**src/rtl/microwave_pkg.sv**
```systemverilog
// Shared types and constants for the microwave countdown timer.
//   state_e    : controller state, encoding visible on state_o
//   bcd_time_t : MM:SS value as four BCD digits, most significant first
package microwave_pkg;

  typedef enum logic [2:0] {
    StIdle  = 3'd0,
    StLoad  = 3'd1,
    StRun   = 3'd2,
    StPause = 3'd3,
    StDone  = 3'd4
  } state_e;

  localparam logic [3:0] BCD_NINE     = 4'd9;
  localparam logic [3:0] SEC_TENS_MAX = 4'd5;

  typedef struct packed {
    logic [3:0] min_tens;
    logic [3:0] min_ones;
    logic [3:0] sec_tens;
    logic [3:0] sec_ones;
  } bcd_time_t;

endpackage

```
**src/rtl/tick_edge_sync.sv**
```systemverilog
// Synchronises an asynchronous level into clk and emits a one-cycle pulse per rising edge.
//   clk       : system clock
//   rst_n     : synchronous, active-low reset
//   async_in  : asynchronous input level
//   pulse_out : one-cycle pulse, SYNC_STAGES cycles after the input rise is first sampled
module tick_edge_sync #(
  parameter int unsigned SYNC_STAGES = 2
) (
  input  logic clk,
  input  logic rst_n,
  input  logic async_in,
  output logic pulse_out
);

  logic [SYNC_STAGES-1:0] sync_q;
  logic                   prev_q;
  // Pulses are masked until both edge-detector samples come from after reset release,
  // so an input already high at release does not count as a rising edge.
  logic [SYNC_STAGES:0]   armed_q;

  always_ff @(posedge clk) begin
    if (!rst_n) begin
      sync_q  <= '0;
      prev_q  <= 1'b0;
      armed_q <= '0;
    end else begin
      sync_q  <= {sync_q[SYNC_STAGES-2:0], async_in};
      prev_q  <= sync_q[SYNC_STAGES-1];
      armed_q <= {armed_q[SYNC_STAGES-1:0], 1'b1};
    end
  end

  assign pulse_out = sync_q[SYNC_STAGES-1] & ~prev_q & armed_q[SYNC_STAGES];

endmodule

```
**src/rtl/microwave_timer.sv**
```systemverilog
// Microwave countdown timer: keypad MM:SS entry, per-tick BCD countdown, magnetron enable
// and end-of-cook indication.
//   clk, rst_n          : clock, synchronous active-low reset
//   tick_in             : asynchronous count source, one event per rising edge
//   digit_valid, digit  : keypad digit strobe and value (values above 9 ignored)
//   start, stop, clear  : control strobes
//   door_open           : door level, 1 = open
//   min_tens..sec_ones  : BCD time value
//   mag_on              : registered magnetron enable
//   done                : high for DONE_LEN cycles once the count reaches 00:00
//   state_o             : current controller state
module microwave_timer
  import microwave_pkg::*;
#(
  parameter int unsigned SYNC_STAGES = 2,
  parameter int unsigned DONE_LEN    = 4
) (
  input  logic       clk,
  input  logic       rst_n,
  input  logic       tick_in,
  input  logic       digit_valid,
  input  logic [3:0] digit,
  input  logic       start,
  input  logic       stop,
  input  logic       clear,
  input  logic       door_open,
  output logic [3:0] min_tens,
  output logic [3:0] min_ones,
  output logic [3:0] sec_tens,
  output logic [3:0] sec_ones,
  output logic       mag_on,
  output logic       done,
  output logic [2:0] state_o
);

  localparam int unsigned CntW = $clog2(DONE_LEN + 1);

  state_e            state_q, state_d;
  bcd_time_t         time_q, time_d, time_dec, time_shift;
  logic [CntW-1:0]   cnt_q, cnt_d;
  logic              mag_q, mag_d;
  logic              tick_evt;
  logic              digit_ok;
  logic              time_zero;

  tick_edge_sync #(
    .SYNC_STAGES(SYNC_STAGES)
  ) u_tick_sync (
    .clk      (clk),
    .rst_n    (rst_n),
    .async_in (tick_in),
    .pulse_out(tick_evt)
  );

  assign digit_ok   = digit_valid && (digit <= BCD_NINE);
  assign time_zero  = (time_q == '0);
  assign time_shift = '{min_tens: time_q.min_ones, min_ones: time_q.sec_tens,
                        sec_tens: time_q.sec_ones, sec_ones: digit};

  // BCD borrow chain; only used while RUN, where the value is never 00:00.
  always_comb begin
    time_dec = time_q;
    if (time_q.sec_ones != 4'd0) begin
      time_dec.sec_ones = time_q.sec_ones - 4'd1;
    end else begin
      time_dec.sec_ones = BCD_NINE;
      if (time_q.sec_tens != 4'd0) begin
        time_dec.sec_tens = time_q.sec_tens - 4'd1;
      end else begin
        time_dec.sec_tens = SEC_TENS_MAX;
        if (time_q.min_ones != 4'd0) begin
          time_dec.min_ones = time_q.min_ones - 4'd1;
        end else begin
          time_dec.min_ones = BCD_NINE;
          time_dec.min_tens = time_q.min_tens - 4'd1;
        end
      end
    end
  end

  always_comb begin
    state_d = state_q;
    time_d  = time_q;
    cnt_d   = cnt_q;
    if (clear) begin
      state_d = StIdle;
      time_d  = '0;
      cnt_d   = '0;
    end else begin
      unique case (state_q)
        StIdle: begin
          if (digit_ok) begin
            time_d  = time_shift;
            state_d = StLoad;
          end
        end
        StLoad: begin
          if (start && !door_open) begin
            state_d = time_zero ? StIdle : StRun;
          end else if (digit_ok) begin
            time_d = time_shift;
          end
        end
        StRun: begin
          if (stop || door_open) begin
            state_d = StPause;
          end else if (tick_evt) begin
            time_d = time_dec;
            if (time_dec == '0) begin
              state_d = StDone;
              cnt_d   = '0;
            end
          end
        end
        StPause: begin
          if (start && !door_open) state_d = StRun;
        end
        StDone: begin
          if (cnt_q == CntW'(DONE_LEN - 1)) state_d = StIdle;
          else                               cnt_d   = cnt_q + 1'b1;
        end
        default: state_d = StIdle;
      endcase
    end
  end

  // Registered from the next state so it follows RUN entry and exit by one edge.
  assign mag_d = (state_d == StRun);

  always_ff @(posedge clk) begin
    if (!rst_n) begin
      state_q <= StIdle;
      time_q  <= '0;
      cnt_q   <= '0;
      mag_q   <= 1'b0;
    end else begin
      state_q <= state_d;
      time_q  <= time_d;
      cnt_q   <= cnt_d;
      mag_q   <= mag_d;
    end
  end

  assign min_tens = time_q.min_tens;
  assign min_ones = time_q.min_ones;
  assign sec_tens = time_q.sec_tens;
  assign sec_ones = time_q.sec_ones;
  assign mag_on   = mag_q;
  assign done     = (state_q == StDone);
  assign state_o  = state_q;

endmodule

```
**config.mk**
```make
export PLATFORM = sky130hd
export DESIGN_NAME = microwave_timer
export DESIGN_NICKNAME = d
export VERILOG_FILES = /design/src/rtl/microwave_pkg.sv /design/src/rtl/tick_edge_sync.sv /design/src/rtl/microwave_timer.sv
export SDC_FILE = /design/constraint.sdc
export NUM_CORES = 1
export LEC_CHECK = 0
export BUFFER_PORTS_ARGS = -buffer_cell sky130_fd_sc_hd__buf_2
export CAP_MARGIN = 20
export CORE_MARGIN = 10
export CORE_UTILIZATION = 55
export CTS_CLUSTER_SIZE = 40
export DETAILED_ROUTE_END_ITERATION = 6
export HOLD_SLACK_MARGIN = 0.12
export PLACE_DENSITY = 0.9
export SYNTH_ARGS = -nofsm -noshare
export SYNTH_HDL_FRONTEND = slang
export SYNTH_SLANG_ARGS = --single-unit
```
**constraint.sdc**
```tcl
create_clock -name clk -period 2.6 [get_ports clk]
set_input_delay 0.39 -clock clk [delete_from_list [all_inputs] [get_ports clk]]
set_output_delay 0.39 -clock clk [all_outputs]
set_load 0.005 [all_outputs]
```
==> impl_metrics.py, run 1 <==
metrics = {
    "die": {
        "ios": 33,
        "fp.dieH_um": 76.4,
        "die-area_um2": 5830,
        "coreArea_um2": 3050,
        "std_cell_rows": 20,
        "initial_utilization_pct": 57.2,
        "die_x_um": 76.4,
    },
    "place": {
        "io_buffers": 32,
        "hpwlAfterDp_um": 3190,
        "routabilityCongestion": 0.845,
    },
    "timing": {
        "rsz0062_at_grt": "false",
        "worst_pin_slew_ns": 0.623,
        "min_period_over_period_pct": 82.2,
        "totalNegativeSetupSlack_ns": 0,
        "finalSetupViolations": 0,
        "relSlewSlack_pct": 58.4,
        "clock.fmax_ghz": 0.468,
        "skew_ns": 0.00937,
        "hold_viol": 0,
        "min_period_ns": 2.14,
        "slew_violations": 0,
    },
    "hold_path": {
        "hold_path.startpoint": "rst_n",
        "hold_path_class": "in -> reg",
    },
    "clock_tree": {
        "cts_inserted_buffers": 5,
        "root_buffer": "clkbuf_4",
        "ctsHoldBuffers": 0,
        "cts.sinks": 29,
        "cts.clk_slew.worst_paths_ns": 0.09,
        "post-cts-setup-buffer-count": 0,
        "clk_path_buf_depth": 2,
        "cts_tree": "yes",
        "cts_resized": 0,
        "clock_latency_ns": 0.33,
        "htree_num_levels": 2,
    },
    "setup_path": {
        "reg2reg_from": "sec_ones[1]$_SDFFE_PP0P_",
        "crit_family": "simple AND/OR/NAND/NOR gates",
        "slowest_delay_ns": 0.54,
        "crit_path_end_kind": "flip-flop",
        "cp-start-kind": "flip-flop",
        "path_class": "reg -> reg",
        "worst-path-buf-inv": 0,
        "cp_slowest_cell": "nor3_2",
        "cp_cell_sequence": "nor3_2 > and4_1 > o21ai_2 > a211oi_4 > o211ai_1",
        "arrival_ns": 2.34,
        "crit_required_ns": 2.80,
        "worst-path-max-fanout": 11,
        "crit_start": "sec_ones[1]$_SDFFE_PP0P_",
    },
    "outcome": {
        "outcome": "finished clean",
    },
    "route": {
        "wl_um": 4290,
        "ant_nets": 0,
        "vias": 1739,
        "avgViaCountPerCell": 5.96,
        "routedWlPerCell_um": 14.7,
        "drt_iter0_markers": 138,
        "dr.pass1.iters": 4,
        "drc": 0,
    },
    "synthesis": {
        "synth-edff-count": 0,
        "syn_inst": 220,
        "ys_seq_elements": 29,
        "synth_ff_type": "dfxtp_1",
        "synth_fp_nets": 236,
        "syn_area_per_cell_um2": 7.94,
        "synthArstFlopShare_pct": 0,
        "yosysUniqueCellTypes": 55,
        "yosysWarnings": 0,
        "syn_area_um2": 1750,
        "synth-seq-area-share_pct": 33.2,
    },
    "global_route": {
        "antenna_found_initial": 0,
        "grt_pass1_wl_um": 7230,
        "grt_pass1_vias": 1598,
        "grt.total_usage_pct": 14.5,
        "grt_remaining_overflow": 0,
        "grt_max_degree": 20,
    },
    "cells_and_area": {
        "drive_gt1_share_pct": 21.4,
        "syn_to_final_growth_pct": 13.1,
        "final_common_cell": "buf_2",
        "multi_input_area_um2": 1060,
        "diodes": 0,
        "mostFrequentLayoutCells": "32 x buf_2, 29 x dfxtp_1, 25 x nand2_1, 20 x a21oi_1, 19 x o21ai_0",
        "fin_util_pct": 64.7,
        "seqCellArea_um2": 581,
        "final_nets": 264,
        "fillers": 284,
    },
    "power": {
        "vdd_ir_drop_max_uv": 280,
        "p_leak_nw": 0.780,
        "powerDensity_nw_per_um2": 424,
    },
    "job": {
        "max_cap_viol_count": 0,
    },
}
## where the power goes
group,internal [W],switching [W]
sequential,0.000452,0.00000867
clock,0.000127,0.000148
combinational,0.0000382,0.0000628
## synth_stat cells (all sizes together), types with 2 or more instances
cell type	n	area [um^2]
a31oi	3	18.8
nor3b	2	15.0
o31ai	4	30.0
o21a	2	15.0
nand3	8	40.0
nand2	25	93.8
o21ai	21	109
a211oi	3	35.0
a21oi	21	109
nor2b	2	12.5
o211ai	2	15.0
a21o	2	15.0
nand4	3	25.0
nand2b	4	25.0
nor3	9	72.6
clkbuf	7	27.5
nor2	16	60.1
o41ai	3	26.3
and3b	2	17.5
dfxtp	29	581
buf	9	51.3
nor4b	2	17.5
inv	6	22.5
a41oi	2	17.5
and4	3	26.3
ha	4	50.1
or3	2	12.5
and2	7	43.8
## area by class of cell
type                            count  share of cell area [%]
Clock buffer                        7                    2.79
Inverter                            6                    1.14
Multi-Input combinational cell    169                    53.9
Sequential cell                    29                    29.4
Tap cell                           44                    2.79
Timing Repair Buffer               37                    10.0
## per-stage QoR
stage	instances	worst slack [ns]	hold slack, ns	power, W	cell area [um^2]
global placement	285	0.559	0.415	0.000569	1920
finish	292	0.463	0.237	0.000837	1980
global route	292	0.337	0.247	0.000877	1980
detailed placement	285	0.500	0.418	0.000572	1920
CTS	292	0.468	0.225	0.000846	1980
floorplan	220	0.732	0.412	0.000544	1750
## path summary, 6_finish.rpt
check,to,slack [ns],cells past startpoint
max,cnt_q[1]$_SDFFE_PP0P_,0.46,5
min,u_tick_sync.armed_q[0]$_DFF_P_,0.24,1
max reg2reg,cnt_q[1]$_SDFFE_PP0P_,0.46,5
min reg2reg,u_tick_sync.armed_q[2]$_SDFF_PN0_,0.44,1
## registers in the layout, summed over array words and instances, names as in the netlist
register / flops
min_ones: 4
min_tens: 4
sec_ones: 4
u_tick_sync.sync_q: 2
u_tick_sync.armed_q: 3
cnt_q: 3
sec_tens: 4
u_tick_sync.prev_q: 1
mag_on: 1
state_o: 3
## routing by layer
metal | GRT usage, % | vias to the layer above | share of wire, %
met5 | 0 | - | 0
met4 | 6.32 | 0 | 1.2
met3 | 6.25 | 4 | 8.7
met2 | 23.5 | 53 | 47
met1 | 16.2 | 817 | 43
li1 | - | 865 | -
## cells by family after synthesis
group | synth area share [%]
XOR/XNOR | 0.502
flip-flops | 33.2
buffers and inverters | 5.80
AO/OA/AOI/OAI | 28.2
multiplexers | 0.573
adder cells (fa/ha/maj) | 2.87
AND/OR/NAND/NOR | 28.8
Power figures use the tool's default switching activity.
==> run 2: changes to the inputs <==
==> constraint.sdc (replaced) <==
create_clock -name clk -period 2.06 [get_ports clk]
set_input_delay 0.309 -clock clk [delete_from_list [all_inputs] [get_ports clk]]
set_output_delay 0.309 -clock clk [all_outputs]
set_load 0.005 [all_outputs]
==> run 2 against run 1 <==
Compared with the run above:
- utilization up 2.9 points
- sequential share of layout area is 1.2 points lower
- non-clock buffer count increased by 10
- sequential power increased by 26%
- total power grew 29%
- wire length increased by 8.4%
- worst setup slack worse by 0.31 ns
- die area unchanged
- critical endpoint unchanged
- highest routed layer unchanged
==> impl_metrics.py, run 2 (synthesis results as in run 1) <==
metrics = {
    "clock_tree": {
        "clock_latency_ns": 0.33,
        "cts.sinks": 29,
        "post-cts-setup-buffer-count": 0,
        "cts_resized": 0,
        "cts.clk_slew.worst_paths_ns": 0.08,
        "cts_tree": "yes",
        "root_buffer": "clkbuf_4",
        "clk_path_buf_depth": 2,
        "htree_num_levels": 2,
        "cts_inserted_buffers": 5,
        "ctsHoldBuffers": 0,
    },
    "power": {
        "p_int_w": 0.000794,
        "p_sw_w": 0.000286,
        "vdd_ir_drop_max_uv": 484,
        "pwr-share-seq_pct": 53.7,
        "swShare_pct": 26.5,
        "powerDensity_nw_per_um2": 524,
        "power_frac_comb_pct": 13.9,
        "p_leak_nw": 0.835,
        "power_frac_clock_pct": 32.4,
    },
    "timing": {
        "worst_pin_slew_ns": 0.660,
        "clock.fmax_ghz": 0.525,
        "hold_viol": 0,
        "skew_ns": 0.00296,
        "min_period_over_period_pct": 92.5,
        "finalSetupViolations": 0,
        "relSlewSlack_pct": 55.9,
        "slew_violations": 0,
        "min_period_ns": 1.90,
        "rsz0062_at_grt": "false",
        "totalNegativeSetupSlack_ns": 0,
    },
    "cells_and_area": {
        "diodes": 0,
        "fin_util_pct": 67.6,
        "mostFrequentLayoutCells": "32 x buf_2, 29 x dfxtp_1, 25 x nand2_1, 20 x a21oi_1, 19 x o21ai_0",
        "syn_to_final_growth_pct": 18.1,
        "final_common_cell": "buf_2",
        "drive_gt1_share_pct": 24.4,
        "fillers": 282,
        "final_nets": 274,
    },
    "route": {
        "wl_um": 4650,
        "ant_nets": 0,
        "drt_iter0_markers": 220,
        "drc": 0,
        "routedWlPerCell_um": 15.4,
        "avgViaCountPerCell": 5.99,
        "dr.pass1.iters": 4,
        "vias": 1808,
    },
    "setup_path": {
        "worst-path-max-fanout": 9,
        "path_class": "reg -> reg",
        "arrival_ns": 2.11,
        "crit_path_end_kind": "flip-flop",
        "cp-start-kind": "flip-flop",
        "crit_required_ns": 2.26,
    },
    "place": {
        "hpwlAfterDp_um": 3400,
        "io_buffers": 32,
        "routabilityCongestion": 0.836,
    },
    "global_route": {
        "grt_pass1_wl_um": 7700,
        "grt_remaining_overflow": 0,
        "grt.total_usage_pct": 15.7,
        "grt_pass1_vias": 1670,
        "antenna_found_initial": 0,
        "grt_max_degree": 34,
    },
    "die": {
        "die_x_um": 76.4,
        "initial_utilization_pct": 57.2,
        "std_cell_rows": 20,
        "die-area_um2": 5830,
        "ios": 33,
        "coreArea_um2": 3050,
        "fp.dieH_um": 76.4,
    },
    "outcome": {
        "outcome": "finished clean",
    },
    "hold_path": {
        "hold_path_class": "in -> reg",
    },
    "job": {
        "max_cap_viol_count": 0,
    },
}
-- run 2: critical path, cell delays in order (launching register included) --
cell and delay, ns:
dfxtp_1 0.41, nor3_4 0.43, and4_1 0.32, o21ai_2 0.09, a211oi_4 0.37, o211ai_1 0.16
-- run 2: stage by stage --
step / std cells / setup slack (ns) / instance area [um^2] / hold slack, ns / total power [W]
2_1_floorplan: 220 / 0.192 / 1750 / 0.337 / 0.000686
3_3_place_gp: 295 / 0.204 / 2010 / 0.414 / 0.000738
3_5_place_dp: 295 / 0.103 / 2010 / 0.422 / 0.000741
4_1_cts: 302 / 0.115 / 2060 / 0.138 / 0.00109
5_1_grt: 302 / 0.00245 / 2060 / 0.143 / 0.00113
6_report: 302 / 0.155 / 2060 / 0.146 / 0.00108
-- run 2: worst paths after layout --
check,from,end,slack [ns],cells past startpoint
min,rst_n,u_tick_sync.armed_q[0]$_DFF_P_,0.15,1
max reg2reg,sec_tens[0]$_SDFFE_PP0P_,cnt_q[1]$_SDFFE_PP0P_,0.16,5
min reg2reg,u_tick_sync.sync_q[0]$_SDFF_PN0_,u_tick_sync.sync_q[1]$_SDFF_PN0_,0.44,1
max,sec_tens[0]$_SDFFE_PP0P_,cnt_q[1]$_SDFFE_PP0P_,0.16,5
-- run 2: final cells by class --
class / instances / area, um^2 / area share (%)
Timing Repair Buffer: 47 / 285 / 13.8
Multi-Input combinational cell: 169 / 1060 / 51.6
Clock buffer: 7 / 55.1 / 2.67
Tap cell: 44 / 55.1 / 2.67
Sequential cell: 29 / 581 / 28.1
Inverter: 6 / 22.5 / 1.09
-- run 2: power by group through the flow --
stage	Clock, W	Sequential (W)	Combinational, W
3_3_place_gp	0	0.000592	0.000145
3_5_place_dp	0	0.000593	0.000148
4_1_cts	0.000362	0.000580	0.000149
5_1_grt	0.000388	0.000582	0.000163
6_report	0.000349	0.000580	0.000150
2_1_floorplan	0	0.000592	0.0000942
-- run 2: metal layers --
metal	up-vias	GRT usage, %	share of wire, %	wire (um)
met2	73	25.8	48	2250
met5	-	0	0	0
li1	883	-	-	-
met3	10	5.90	8.3	387
met1	842	17.6	41	1930
met4	0	6.88	1.8	85
==> run 3: changes to the inputs <==
--- a/config.mk
+++ b/config.mk
@@ -13,6 +13,7 @@
 export DETAILED_ROUTE_END_ITERATION = 6
 export HOLD_SLACK_MARGIN = 0.12
 export PLACE_DENSITY = 0.9
+export RECOVER_POWER = 25
 export SYNTH_ARGS = -nofsm -noshare
 export SYNTH_HDL_FRONTEND = slang
 export SYNTH_SLANG_ARGS = --single-unit
==> run 3 against run 2 <==
Compared with the run above:
- register-to-register slack barely moved
- critical path type unchanged
- clock skew is essentially flat
- die area did not move
==> impl_metrics.py, run 3 (synthesis results as in run 1) <==
metrics = {
    "outcome": {
        "outcome": "finished clean",
    },
    "power": {
        "p_leak_nw": 0.810,
        "powerDensity_nw_per_um2": 525,
        "vdd_ir_drop_max_uv": 483,
        "p_total_w": 0.00108,
    },
    "clock_tree": {
        "post-cts-setup-buffer-count": 0,
        "cts_inserted_buffers": 5,
        "cts.clk_slew.worst_paths_ns": 0.08,
        "clock_latency_ns": 0.33,
        "root_buffer": "clkbuf_4",
        "htree_num_levels": 2,
        "ctsHoldBuffers": 0,
        "cts_resized": 0,
        "cts.sinks": 29,
        "clk_path_buf_depth": 2,
        "cts_tree": "yes",
    },
    "cells_and_area": {
        "fin_util_pct": 67.3,
        "final_common_cell": "dfxtp_1",
        "syn_to_final_growth_pct": 17.6,
        "final_nets": 274,
        "diodes": 0,
        "fillers": 284,
        "mostFrequentLayoutCells": "29 x dfxtp_1, 27 x buf_2, 25 x nand2_1, 20 x a21oi_1, 19 x o21ai_0",
        "drive_gt1_share_pct": 22.1,
    },
    "route": {
        "ant_nets": 0,
        "dr.pass1.iters": 4,
        "drt_iter0_markers": 156,
        "drc": 0,
        "routedWlPerCell_um": 15.4,
        "avgViaCountPerCell": 5.99,
        "vias": 1809,
        "wl_um": 4670,
    },
    "setup_path": {
        "reg2reg_from": "sec_tens[0]$_SDFFE_PP0P_",
        "path_class": "reg -> reg",
        "slowest_delay_ns": 0.43,
        "crit_end": "cnt_q[1]$_SDFFE_PP0P_",
        "reg2reg_to": "cnt_q[1]$_SDFFE_PP0P_",
        "r2r_slack_ns": 0.16,
        "worst-path-max-fanout": 9,
        "arrival_ns": 2.10,
        "cp_cell_sequence": "nor3_4 > and4_1 > o21ai_2 > a211oi_4 > o211ai_1",
        "crit_required_ns": 2.26,
        "crit_start": "sec_tens[0]$_SDFFE_PP0P_",
        "cp_slowest_cell": "nor3_4",
        "r2r_cells": 5,
        "cp-start-kind": "flip-flop",
        "crit_path_end_kind": "flip-flop",
    },
    "timing": {
        "skew_ns": 0.00306,
        "rsz0062_at_grt": "false",
        "worst_pin_slew_ns": 0.656,
        "totalNegativeSetupSlack_ns": 0,
        "hold_viol": 0,
        "whs_ns": 0.186,
        "slew_violations": 0,
        "min_period_ns": 1.90,
        "setup_slack_ns": 0.159,
        "relSlewSlack_pct": 56.2,
        "finalSetupViolations": 0,
        "clock.fmax_ghz": 0.526,
        "min_period_over_period_pct": 92.3,
    },
    "job": {
        "max_cap_viol_count": 0,
    },
    "place": {
        "preCtsSetupSlack_ns": 0.103,
        "hpwlAfterDp_um": 3400,
        "routabilityCongestion": 0.836,
        "io_buffers": 32,
    },
    "die": {
        "fp.dieH_um": 76.4,
        "ios": 33,
        "die-area_um2": 5830,
        "std_cell_rows": 20,
        "coreArea_um2": 3050,
        "die_x_um": 76.4,
        "initial_utilization_pct": 57.2,
    },
    "global_route": {
        "antenna_found_initial": 0,
        "grt.total_usage_pct": 15.7,
        "grt_max_degree": 34,
        "grt_remaining_overflow": 0,
        "grt_pass1_vias": 1670,
        "grt_pass1_wl_um": 7700,
    },
    "hold_path": {
        "hold_path_class": "in -> reg",
    },
}
[run 3: cell types whose count changed in the layout (fill, tap and decap cells not counted), sizes merged]
cell    before  now
buf         47   41
clkbuf       7   13
[run 3: critical path: cells and delay by family, from the launching register on]
| kind | cells | cell delay, ns |
|---|---|---|
| flip-flops | 1 | 0.41 |
| AO/OA/AOI/OAI | 3 | 0.62 |
| AND/OR/NAND/NOR | 2 | 0.75 |
[run 3: how the worst min path moves through the flow]
stage                                                 from                               end  depth (start not counted)
after floorplan                                      rst_n    u_tick_sync.armed_q[0]$_DFF_P_                          0
after global placement    u_tick_sync.sync_q[0]$_SDFF_PN0_  u_tick_sync.sync_q[1]$_SDFF_PN0_                          1
after detailed placement  u_tick_sync.sync_q[0]$_SDFF_PN0_  u_tick_sync.sync_q[1]$_SDFF_PN0_                          1
after CTS                                            rst_n    u_tick_sync.armed_q[0]$_DFF_P_                          1
after global routing                               tick_in  u_tick_sync.sync_q[0]$_SDFF_PN0_                          2
final                                                rst_n    u_tick_sync.armed_q[0]$_DFF_P_                          1
[run 3: power by group]
| group | leakage [nW] | internal [W] | total, W | switching [W] |
|---|---|---|---|---|
| combinational | 0.543 | 0.0000620 | 0.000150 | 0.0000882 |
| sequential | 0.235 | 0.000571 | 0.000580 | 0.00000941 |
| clock | 0.0314 | 0.000161 | 0.000348 | 0.000188 |
| total | 0.810 | 0.000794 | 0.00108 | 0.000285 |
[run 3: layout make-up]
type	instances	area (um^2)	area share (%)
Sequential cell	29	581	28.3
Inverter	6	22.5	1.10
Timing Repair Buffer	47	275	13.4
Multi-Input combinational cell	169	1060	51.9
Tap cell	44	55.1	2.68
Clock buffer	7	55.1	2.68
[run 3: stage by stage]
| stage | cells | cell area (um^2) |
|---|---|---|
| final | 302 | 2050 |
| after global routing | 302 | 2050 |
| after CTS | 302 | 2060 |
| after detailed placement | 295 | 2010 |
| after global placement | 295 | 2010 |
| after floorplan | 220 | 1750 |
[run 3: per-layer routing]
metal | global-route usage [%] | up-vias | part of all wire [%] | wire length [um]
li1 | - | 883 | - | -
met5 | 0 | - | 0 | 0
met3 | 5.90 | 12 | 8.0 | 373
met4 | 6.88 | 0 | 2.3 | 106
met1 | 17.6 | 848 | 42 | 1960
met2 | 25.8 | 66 | 48 | 2230
